--- src/rtl/regfile_wr_queue.sv ---
// Write-back queue: buffers {rd, data} and drains one per cycle as a one-hot enable.
// Define WRQ_BYPASS_EN to add a newest-first bypass lookup over queue and output reg.
module regfile_wr_queue #(
    parameter int DEPTH  = 4,
    parameter int DATA_W = 64,
    parameter int ADDR_W = 5
) (
    input  logic                     clk,
    input  logic                     reset_n,
    input  logic                     in_valid,
    output logic                     in_ready,
    input  logic [ADDR_W-1:0]        in_addr,
    input  logic [DATA_W-1:0]        in_data,
    input  logic                     rf_stall,
    output logic [(1<<ADDR_W)-1:0]   wr_en_onehot,
    output logic [DATA_W-1:0]        wr_data,
    output logic [$clog2(DEPTH):0]   count,
    output logic                     empty,
    output logic                     full
`ifdef WRQ_BYPASS_EN
    ,
    input  logic [ADDR_W-1:0]        byp_addr,
    output logic                     byp_hit,
    output logic [DATA_W-1:0]        byp_data
`endif
);

    localparam int PW = $clog2(DEPTH);
    localparam int CW = PW + 1;
    localparam int OW = 1 << ADDR_W;
    localparam logic [ADDR_W-1:0] XZR = '1;

    logic [ADDR_W-1:0] addr_q [DEPTH];
    logic [ADDR_W-1:0] addr_d [DEPTH];
    logic [DATA_W-1:0] data_q [DEPTH];
    logic [DATA_W-1:0] data_d [DEPTH];
    logic [PW-1:0]     head_q, head_d;
    logic [PW-1:0]     tail_q, tail_d;
    logic [CW-1:0]     count_q, count_d;
    logic [OW-1:0]     wr_en_q, wr_en_d;
    logic [DATA_W-1:0] wr_data_q, wr_data_d;

    logic push;
    logic pop;

    assign empty    = (count_q == '0);
    assign full     = (count_q == CW'(DEPTH));
    assign in_ready = !full;
    assign count    = count_q;

    assign wr_en_onehot = wr_en_q;
    assign wr_data      = wr_data_q;

    // XZR requests complete the handshake but are never stored
    assign push = in_valid && in_ready && (in_addr != XZR);
    assign pop  = !empty && !rf_stall;

    always_comb begin
        addr_d    = addr_q;
        data_d    = data_q;
        head_d    = head_q;
        tail_d    = tail_q;
        wr_en_d   = '0;
        wr_data_d = wr_data_q;
        count_d   = count_q + CW'(push) - CW'(pop);
        if (push) begin
            addr_d[tail_q] = in_addr;
            data_d[tail_q] = in_data;
            tail_d         = tail_q + PW'(1);
        end
        if (pop) begin
            wr_en_d   = OW'(1) << addr_q[head_q];
            wr_data_d = data_q[head_q];
            head_d    = head_q + PW'(1);
        end
    end

    always_ff @(posedge clk or negedge reset_n) begin
        if (!reset_n) begin
            head_q    <= '0;
            tail_q    <= '0;
            count_q   <= '0;
            wr_en_q   <= '0;
            wr_data_q <= '0;
            for (int i = 0; i < DEPTH; i++) begin
                addr_q[i] <= '0;
                data_q[i] <= '0;
            end
        end else begin
            head_q    <= head_d;
            tail_q    <= tail_d;
            count_q   <= count_d;
            wr_en_q   <= wr_en_d;
            wr_data_q <= wr_data_d;
            for (int i = 0; i < DEPTH; i++) begin
                addr_q[i] <= addr_d[i];
                data_q[i] <= data_d[i];
            end
        end
    end

`ifdef WRQ_BYPASS_EN
    logic [PW-1:0] byp_idx;

    // Output reg is oldest; walking the queue oldest-to-newest lets newer hits win
    always_comb begin
        byp_hit  = 1'b0;
        byp_data = '0;
        byp_idx  = '0;
        if (byp_addr != XZR) begin
            if (wr_en_q[byp_addr]) begin
                byp_hit  = 1'b1;
                byp_data = wr_data_q;
            end
            for (int i = 0; i < DEPTH; i++) begin
                byp_idx = head_q + PW'(i);
                if ((CW'(i) < count_q) && (addr_q[byp_idx] == byp_addr)) begin
                    byp_hit  = 1'b1;
                    byp_data = data_q[byp_idx];
                end
            end
        end
    end
`endif

endmodule

--- config.mk ---
export PLATFORM = sky130hd
export DESIGN_NAME = regfile_wr_queue
export DESIGN_NICKNAME = d
export VERILOG_FILES = /design/src/rtl/regfile_wr_queue.sv
export SDC_FILE = /design/constraint.sdc
export NUM_CORES = 1
export LEC_CHECK = 0
export CAP_MARGIN = 20
export CORE_ASPECT_RATIO = 0.5
export CORE_MARGIN = 4
export CORE_UTILIZATION = 56
export DETAILED_ROUTE_END_ITERATION = 6
export GPL_ROUTABILITY_DRIVEN = 0
export GPL_TIMING_DRIVEN = 0
export PLACE_DENSITY = 0.78
export SETUP_SLACK_MARGIN = 0.5
export SYNTH_ARGS = -nofsm -noshare
export SYNTH_HDL_FRONTEND = slang
export SYNTH_SLANG_ARGS = --single-unit
--- constraint.sdc ---
create_clock -name clk -period 3.5 [get_ports clk]
set_input_delay 0.7 -clock clk [delete_from_list [all_inputs] [get_ports clk]]
set_output_delay 0.7 -clock clk [all_outputs]
set_load 0.01 [all_outputs]
* Word-level counts from Yosys, hierarchy flattened
Cells that the tools add are included.
Widths: inputs -> output; s select.
** Storage, ports and cells
- Bits in registers :: 379
- Input bits :: 73
- Output and inout bits :: 102
- Logic and storage cells :: 46
** Operators by class
- $add $sub $neg :: 4
- Order comparisons :: 3
- Equality and inequality tests :: 2
- Shift operators :: 1
- Multiplexer cells :: 13
- Bitwise operators :: 2
- Reduce and logical (&&, ||, !) cells :: 8
** Operators by type and width (count)
- $bwmux 256 :: 1
- $mux 64 :: 3
- $bmux 64 s2 :: 1
- $demux 64 s2 :: 1
- $mux 32 :: 1
- $shl 1x5->32 const A :: 1
- $bwmux 20 :: 1
- $mux 5 :: 3
- $bmux 5 s2 :: 1
- $demux 5 s2 :: 1
- $ge 3x3->1 const B :: 2
- $not 2->3 :: 2
- $ne 5x5->1 const B :: 1
- $add 2x1->2 const B :: 2
- $logic_and 1x1->1 :: 4
- $add 3x1->3 :: 1
- $eq 3x3->1 const B :: 1
- $logic_not 1->1 :: 3
- $logic_not 3->1 :: 1
- $lt 3x1->1 const B :: 1
- $sub 3x1->3 :: 1

* Longest topological paths before layout
Gate-level depths: netlist of run 1.
- Depth after elaboration :: 6
- Gate-level depth with buffers :: 11
- Mapped depth without buffers :: 9

* Worst setup path after synthesis of run 1
OpenSTA, ideal clock, no wires.
- Kind :: flip-flop to flip-flop
- Start point :: reg count_q[2] (netlist: count[2])
- End point :: reg count_q[2] (netlist: count[2])
- Setup time :: 0.126 ns
- Arrival :: 2.503 ns
- Data required time :: 3.374 ns
- Path slack :: 0.871 ns
- Stages on the path, launching flop included :: 12
- Buffers on the path :: 2
- Clock period less this slack :: 2.629 ns
- Cells stage by stage :: dfrtp_1 -> or3_1 -> inv_1 -> nor2_1 -> buf_2 -> buf_2 -> ha_1 -> inv_1 -> ha_1 -> fa_1 -> xor2_1 -> xnor2_1
** On the way
- Elaborated cells on any way between the ends :: 9
- Those cells by class :: add/sub: 2; eq/ne: 1; reduce/logical: 6
** RTL lines
- start: declaration :: line 39 : logic [CW-1:0] count_q, count_d;
- start signal: assignment :: line 92 : count_q <= count_d;
- $logic_not 3->1 :: line 46 : assign empty = (count_q == '0);
- net empty :: line 18 : output logic empty,
- $logic_not 1->1 :: line 56 : assign pop = !empty && !rf_stall;
- $logic_and 1x1->1 :: line 56
- net pop :: line 44 : logic pop;
- $sub 3x1->3 :: line 65 : count_d = count_q + CW'(push) - CW'(pop);
- net count_d[2] :: line 39
The timed path passes the listed nets, and every way through them passes these cells.
A chain may end at the register's enable or synchronous reset.

* Final worst setup path of run 1
- Start point :: reg count_q[1] (netlist: count[1])
- End point :: out full
** On the way
- Longest elaborated chain between the ends :: 1
** RTL lines
- $eq 3x3->1 :: line 47 : assign full = (count_q == CW'(DEPTH));
- end: declaration :: line 19 : output logic full
No other way between the ends.

==> summary.md, run 1 <==
The run finished with clean final reports. Relative to the synthesized area, the layout overhead comes to 21.87%. Dividing total power by cell area gives a power density of 986.2 nW/µm².

The logs give 19200 µm² for the final instance area and 54080 µm for the wire length of the first global-routing pass. For the full die area, the log shows 31040 µm². Setup repair after global routing left no endpoint under its margin. After detailed routing, the number of vias per cell comes to 5.637. Net switching is 29.83% of the power. Of the synthesized area, sequential elements account for 60.21%. The number of nets in the synthesized netlist is 1004.

Buffers inserted during clock tree synthesis total 35. The per-cell routed wire length is 21.37 µm, and the final number of max-transition violations is 0. The DRC marker count from the first detailed-route iteration is 563, and the clock insertion delay at the later pin of the skew report is 0.52 ns.

After clock tree synthesis, the clock-pin slew on the worst setup and hold paths is 0.06 ns. The library cell used most frequently in the layout, excluding fill and tap cells, is dfrtp_1. The tools report the depth of the CTS H-tree as 2. Cell class contributing the biggest share of worst-path delay: buffers and inverters.

The max-capacitance violation count was 0; the slew at the pin with the worst max-slew slack was 0.7879 ns. Timing analysis after detailed placement gives a worst setup slack of 0.09374 ns. The all-layer global routing usage was 22.14%.

The final setup violation count came out at 0. Number of warnings issued by yosys: 0. The time the final worst path needs with I/O delays and setup was 2.847 ns. The tools report the number of instances in the synthesized netlist as 924.

The switching power of the nets came out at 5.648 mW. Detailed placement finished with a half-perimeter wire length of 22090 µm. The share of power burned in registers was 40.1%; the tightest hold margin was 0.02249 ns. The logs give 1 for the initial antenna violation count and 131 for the largest net degree at the start of global routing. Synthesis instantiated 26 different standard cells from the library. The initial utilization of the core area, before any placement, comes to 56.85%. The reg-to-reg critical path endpoint was count[2]. The floorplan has 43 rows. TritonCTS built the clock tree. The buffers plus inverters on the worst setup path is 3, and the clock sink count is 379. In this run the worst hold path is classified as in -> async. The slowest stage of the critical path belongs to the cell clkdlybuf4s50_1. Count of input and output buffers: 173. The logs give 27710 µm² for the placeable core area and 8.101 nW for the static leakage power. Counting cells, the worst reg-to-reg path comes to 11. The final layout contains 1217 nets. Worst setup path category: reg -> out.

The worst pin sits at a relative slew slack of 47.47%. After detailed routing, the number of remaining DRC violations is 0. For the number of buffers on the longest clock path, the log shows 3. For the number of global-route vias before repair, the log shows 9679.

Clock power share: 20.3%. The tools report the core utilization of the finished layout as 69.28%. Once placement finished, the instance area stood at 18050 µm². The run gives 39.6% as the relative contribution of combinational cells to total power. 175 I/O pins were placed.

The total overflow left after global routing is 0. The reg-to-reg startpoint was count[1]. The highest fanout seen on the critical path came out at 7. In the layout the commonest cells are 379 x dfrtp_1, 341 x mux2_2, 172 x clkdlybuf4s50_1.

The final setup slack of the worst path is 0.6528 ns. The cell-internal power was 13.28 mW. After clock tree synthesis, the setup repair step added 0 buffers. Data arrival time at the worst-slack endpoint: 2.15 ns.

STA classifies the critical path endpoint as an output pin. In this run the cell area of the synthesized design comes to 15750 µm². The detail route stage leaves a number of antenna-violating nets equal to 0. Measured along the y axis, the die boundary spans 126.6 µm. Fmax: 0.3512 GHz. The signal on the critical path passes through or3b_1 > buf_2 > inv_1 > clkdlybuf4s50_1. Clock tree synthesis selected as its root buffer the cell clkbuf_16.

In this run, synthesis produced a sequential element count of 379. For the maximum VDD drop, the log shows 0.0003907 V. The logs give 0 for the hold violation total from the final report and 4 for the number of iterations in the first detailed-routing pass.

The tools report the number of filler instances in the final layout as 1888. Cells with a size suffix above 1 make up 45.35% of the layout. The tools report the total number of vias as 8709. Of the available clock period, the critical path in the final layout requires 81.35%.

At the worst endpoint, the required time is 2.80 ns. The run gives 33020 µm as the routed wire length. Chip width: 245.2 µm. The tools report the launching element type of the critical path as a register.

For this run, the slowest stage of the critical path takes 0.52 ns. The worst clock skew is 0.008570 ns. In this run the mean area of a mapped cell was 17.05 µm². Setup slack on the worst reg-to-reg path comes out at 0.66 ns.
## cell type report
| class | instances | area [µm²] | area share, % |
|---|---|---|---|
| Sequential cell | 379 | 9484 | 49.40 |
| Multi-Input combinational cell | 474 | 5897 | 30.72 |
| Timing Repair Buffer | 176 | 1819 | 9.477 |
| Clock buffer | 50 | 1005 | 5.234 |
| Tap cell | 382 | 478.0 | 2.490 |
| Buffer | 62 | 342.8 | 1.786 |
| Clock inverter | 12 | 135.1 | 0.7039 |
| Inverter | 9 | 33.78 | 0.1760 |
| Antenna cell | 1 | 2.502 | 0.01304 |
## metal layers
layer,vias up,share of wire (%),track usage (%),wire length [µm]
li1,3834,-,-,-
met1,4697,44,30.63,14400
met2,137,51,37.35,16910
met3,41,3.3,3.950,1103
met4,0,1.9,5.261,612
met5,-,0,0,0
## Yosys cell counts
cell type,number,area [µm²]
buf_2,33,165.2
buf_4,10,75.07
buf_6,2,22.52
buf_8,1,15.01
clkbuf_1,16,60.06
clkinv_1,1,3.750
dfrtp_1,379,9484
fa_1,1,20.02
ha_1,6,75.07
inv_1,8,30.03
mux2_2,341,3840
mux4_2,69,1554
nand2_1,2,7.510
nand2b_1,4,25.02
nand3_1,2,10.01
nand4_1,1,6.260
nor2_1,1,3.750
nor3_1,22,110.1
nor3_2,10,100.1
o2111ai_2,4,60.06
o211ai_1,1,7.510
or2_1,2,12.51
or3_1,2,12.51
or3b_1,1,8.760
xnor2_1,3,26.28
xor2_1,2,17.52
## worst max path at each step
stage	start	to	slack [ns]	depth (start not counted)
5_1_grt	count[1]	count[2]	0.51	11
3_3_place_gp	reset_n	data_q[114]	-13.78	1
3_5_place_dp	rf_stall	count[2]	0.09	10
6_report	count[1]	full	0.65	4
4_1_cts	count[1]	count[2]	0.55	11
2_1_floorplan	count[2]	count[2]	0.87	11
## state kept, by name, summed over array words and instances, names as in the netlist
signal and flops:
data_q 256, tail_q 2, addr_q 20, count 3, head_q 2, wr_en_onehot 32, wr_data 64
## kinds of logic after synthesis
logic type,share of synthesized area (%)
compound gates,0.4289
xor+xnor,0.2780
fa+ha+maj,0.6036
buf+inv,2.359
flops,60.21
mux,34.24
simple gates,1.882
## per-stage QoR
step                      std cells  total power [mW]  setup TNS, ns
after floorplan                 924             12.64              0
after global placement         1479             14.84       -5209.57
after detailed placement       1482             15.25              0
after CTS                      1544             19.16              0
after global routing           1545             20.07              0
final                          1545             18.93              0
## power by group through the flow
stage	logic, mW	clock network [mW]	registers (mW)
floorplan	5.14	0	7.51
global placement	7.32	0	7.52
detailed placement	7.59	0	7.66
CTS	7.63	3.93	7.60
global route	8.11	4.14	7.82
finish	7.49	3.85	7.59
## timing repair
action | in CTS | in global routing
endpoints found under the setup margin | 1 | 1
hold buffers | 0 | 0
pin swaps | 0 | 0
resized for setup | 1 | 2
cloned | 0 | 0
Power figures use the tool's default switching activity.
==> run 2: changes to the inputs <==
==> constraint.sdc (replaced) <==
create_clock -name clk -period 2.85 [get_ports clk]
set_input_delay 0.57 -clock clk [delete_from_list [all_inputs] [get_ports clk]]
set_output_delay 0.57 -clock clk [all_outputs]
set_load 0.01 [all_outputs]
==> summary.md, run 2 (synthesis gave the netlist of run 1 again) <==
The flow ran to the end, and the final reports show no timing, DRC or antenna violations. For the static leakage power, the log shows 8.265 nW. After detailed routing, the average wire length per cell comes to 21.37 µm.

The share of layout cells above drive strength 1 was 47.25%; the number of top-level design ports was 175. The initial antenna violation count was 2; the share of power burned in registers was 39.3%. The floorplan step set the die height to 126.6 µm. Once the floorplan was initialized, standard cells occupied 56.85% of the core. At the later pin of the worst-skew pair, clock insertion delay measures 0.53 ns.

The final setup violation count was 0; the final cycle utilization of the critical path was 87.44%. The class of the worst hold path is in -> reg. Leaving out fill and tap cells, the most frequent cell in the layout is dfrtp_1. After clock tree synthesis, the clock-pin slew on the worst setup and hold paths is 0.07 ns. The logs give 2.90 ns for the data arrival time at the worst-slack endpoint and 2 for the depth of the CTS H-tree. The endpoint identified for the worst register-to-register timing path is count[2]. During placement, the flow inserted port buffers numbering 173. The share of total power dissipated in the clock network is 20.4%. In the routed design, unresolved DRC markers number 0. Headroom to the max-slew limit came out at 50.06%. Following the worst setup path forward leads to its endpoint at count[2].

The tools report the reg-to-reg startpoint as count[1]. In this run the deepest clock path goes through 3 buffers. The register with the most flip-flops in the final layout is data_q. Largest net degree at the start of global routing: 131. The worst path needs 2.492 ns of the cycle, external delays included. The tools report the number of nets at the end of the flow as 1237.

In the routed layout, each cell is associated on average with a via count of 5.573. The floorplan step defined a core boundary enclosing 27710 µm². Measured in cells, the most critical reg-to-reg path has a length of 12. Per report_power, the combinational group accounts for 40.3% of the total. Sort of element at the end of the critical path: a register.

After filler insertion, the fill cell instance count of the layout stands at 1811. Tightest hold margin: 0.5007 ns. TritonCTS built the clock tree. The die covers 31040 µm².

The number of global-route vias before repair was 9917; the switching power share of the total was 29.83%. The clock net in this run drives a total of 379 sinks. The launching element type of the critical path was a register.

The area used by multi-input combinational logic came out at 5989 µm². The number of nets with antenna violations after routing is 0. Relative to the synthesized area, the layout overhead comes to 24.21%. After the first detailed-routing iteration, the DRC count stood at 407.

The logs give 22.28% for the all-layer global routing usage and 22170 µm for the HPWL after detailed placement. The final number of max-transition violations was 0; the cell-internal power was 16.59 mW. Setup total negative slack on the finished layout was measured at 0 ns. For this run, the top clock speed supported by timing is 0.4013 GHz.

The hold violation total from the final report was 0. The flip-flop count of the largest register after layout was 256. The chip width was 245.2 µm. The worst-case IR drop observed on VDD is 0.0006981 V.

The total number of vias is 8721, and the highest fanout seen on the critical path is 2. The library cells used most frequently in the layout, excluding fill and tap cells, are 379 x dfrtp_1, 341 x mux2_2, 168 x clkdlybuf4s50_1. The tools report the number of core rows as 43.

The logs give 0 for the max-capacitance violation count and 9484 µm² for the sequential cell area in the final layout. Worst setup path category: reg -> reg. The run gives 3.26 ns as the required time of the worst setup path. The tools report the routed wire length as 33450 µm. Power density over the cells: 1209 nW/µm².

The number of iterations in the first detailed-routing pass was 4. For the minimum setup slack among reg-to-reg paths, the log shows 0.36 ns. The switching power of the nets was 7.054 mW; the power after layout was 23.65 mW. On the final layout, the worst clock skew is 0.01281 ns. The origin of the worst setup path is count[1].

Setup repair after global routing could not meet its margin everywhere. The tree is rooted in a clkbuf_16. The total congestion overflow after global routing was 0.

The number of buffers created by CTS was 35; the slew at the pin with the worst max-slew slack was 0.7491 ns. The tools report the wire length of the first global-routing pass as 54370 µm.
[run 2: routing by layer]
| layer | vias to the layer above | part of all wire [%] | wire length (µm) | GRT usage, % |
|---|---|---|---|---|
| met4 | 0 | 1.6 | 526 | 5.462 |
| li1 | 3881 | - | - | - |
| met5 | - | 0 | 0 | 0 |
| met1 | 4674 | 43 | 14300 | 29.57 |
| met3 | 42 | 3.3 | 1095 | 3.866 |
| met2 | 124 | 52 | 17530 | 38.98 |
[run 2: worst max-delay path, cell delays in order, from the launching register on]
cell	delay, ns
dfrtp_1	0.39
buf_6	0.12
or3_4	0.35
inv_4	0.09
nor2_4	0.05
buf_12	0.14
buf_12	0.12
ha_4	0.25
inv_2	0.04
ha_4	0.15
fa_2	0.38
xor2_2	0.17
xnor2_1	0.13
[run 2: power by group through the flow]
stage	combinational [mW]	sequential, mW	clock (mW)
after global placement	9.03	9.23	0
after global routing	10.3	9.58	5.16
after floorplan	6.34	9.22	0
after CTS	9.57	9.30	4.93
final	9.53	9.30	4.82
after detailed placement	9.36	9.39	0
[run 2: worst min-delay path by stage]
stage	cells past startpoint	startpoint	end	slack, ns
2_1_floorplan	0	reset_n	addr_q[0]	0.27
3_3_place_gp	1	data_q[89]	data_q[89]	0.48
3_5_place_dp	1	data_q[86]	data_q[86]	0.49
4_1_cts	1	data_q[44]	data_q[44]	0.50
5_1_grt	1	data_q[49]	data_q[49]	0.51
6_report	2	in_addr[0]	addr_q[5]	0.50
[run 2: stage by stage]
stage                     worst slack, ns  area [µm²]  cells  util, %
after CTS                          0.4152       19450   1555    70.19
after detailed placement          -0.4042       18100   1482    65.32
final                              0.3579       19570   1565    70.62
after global routing               0.2953       19570   1565    70.62
after global placement             -14.26       18010   1479    65.00
after floorplan                    0.4431       15800    924        -
[run 2: what timing repair did]
action | 4_1_cts | 5_1_grt
hold buffers | 1 | 0
pin swaps | 8 | 4
setup endpoints to repair | 45 | 74
gates resized for setup | 18 | 11
endpoints found under the hold margin | 51 | 0
setup buffers | 11 | 8
[run 2: layout make-up]
| class | instances | area share (%) |
|---|---|---|
| buffer | 62 | 1.989 |
| antenna | 2 | 0.02558 |
| inverter | 9 | 0.2046 |
| tap | 382 | 2.443 |
| clock buffer | 55 | 5.589 |
| sequential | 379 | 48.47 |
| clock inverter | 6 | 0.4668 |
| timing repair buffer | 196 | 10.20 |
| multi-input combinational | 474 | 30.61 |
==> run 3: changes to the inputs <==
--- a/config.mk
+++ b/config.mk
@@ -14,6 +14,7 @@
 export GPL_TIMING_DRIVEN = 0
 export PLACE_DENSITY = 0.78
 export SETUP_SLACK_MARGIN = 0.5
+export SKIP_LAST_GASP = 1
 export SYNTH_ARGS = -nofsm -noshare
 export SYNTH_HDL_FRONTEND = slang
 export SYNTH_SLANG_ARGS = --single-unit
==> results of run 3 <==
Same layout as run 2: the final DEF is identical, and so are final timing and power.
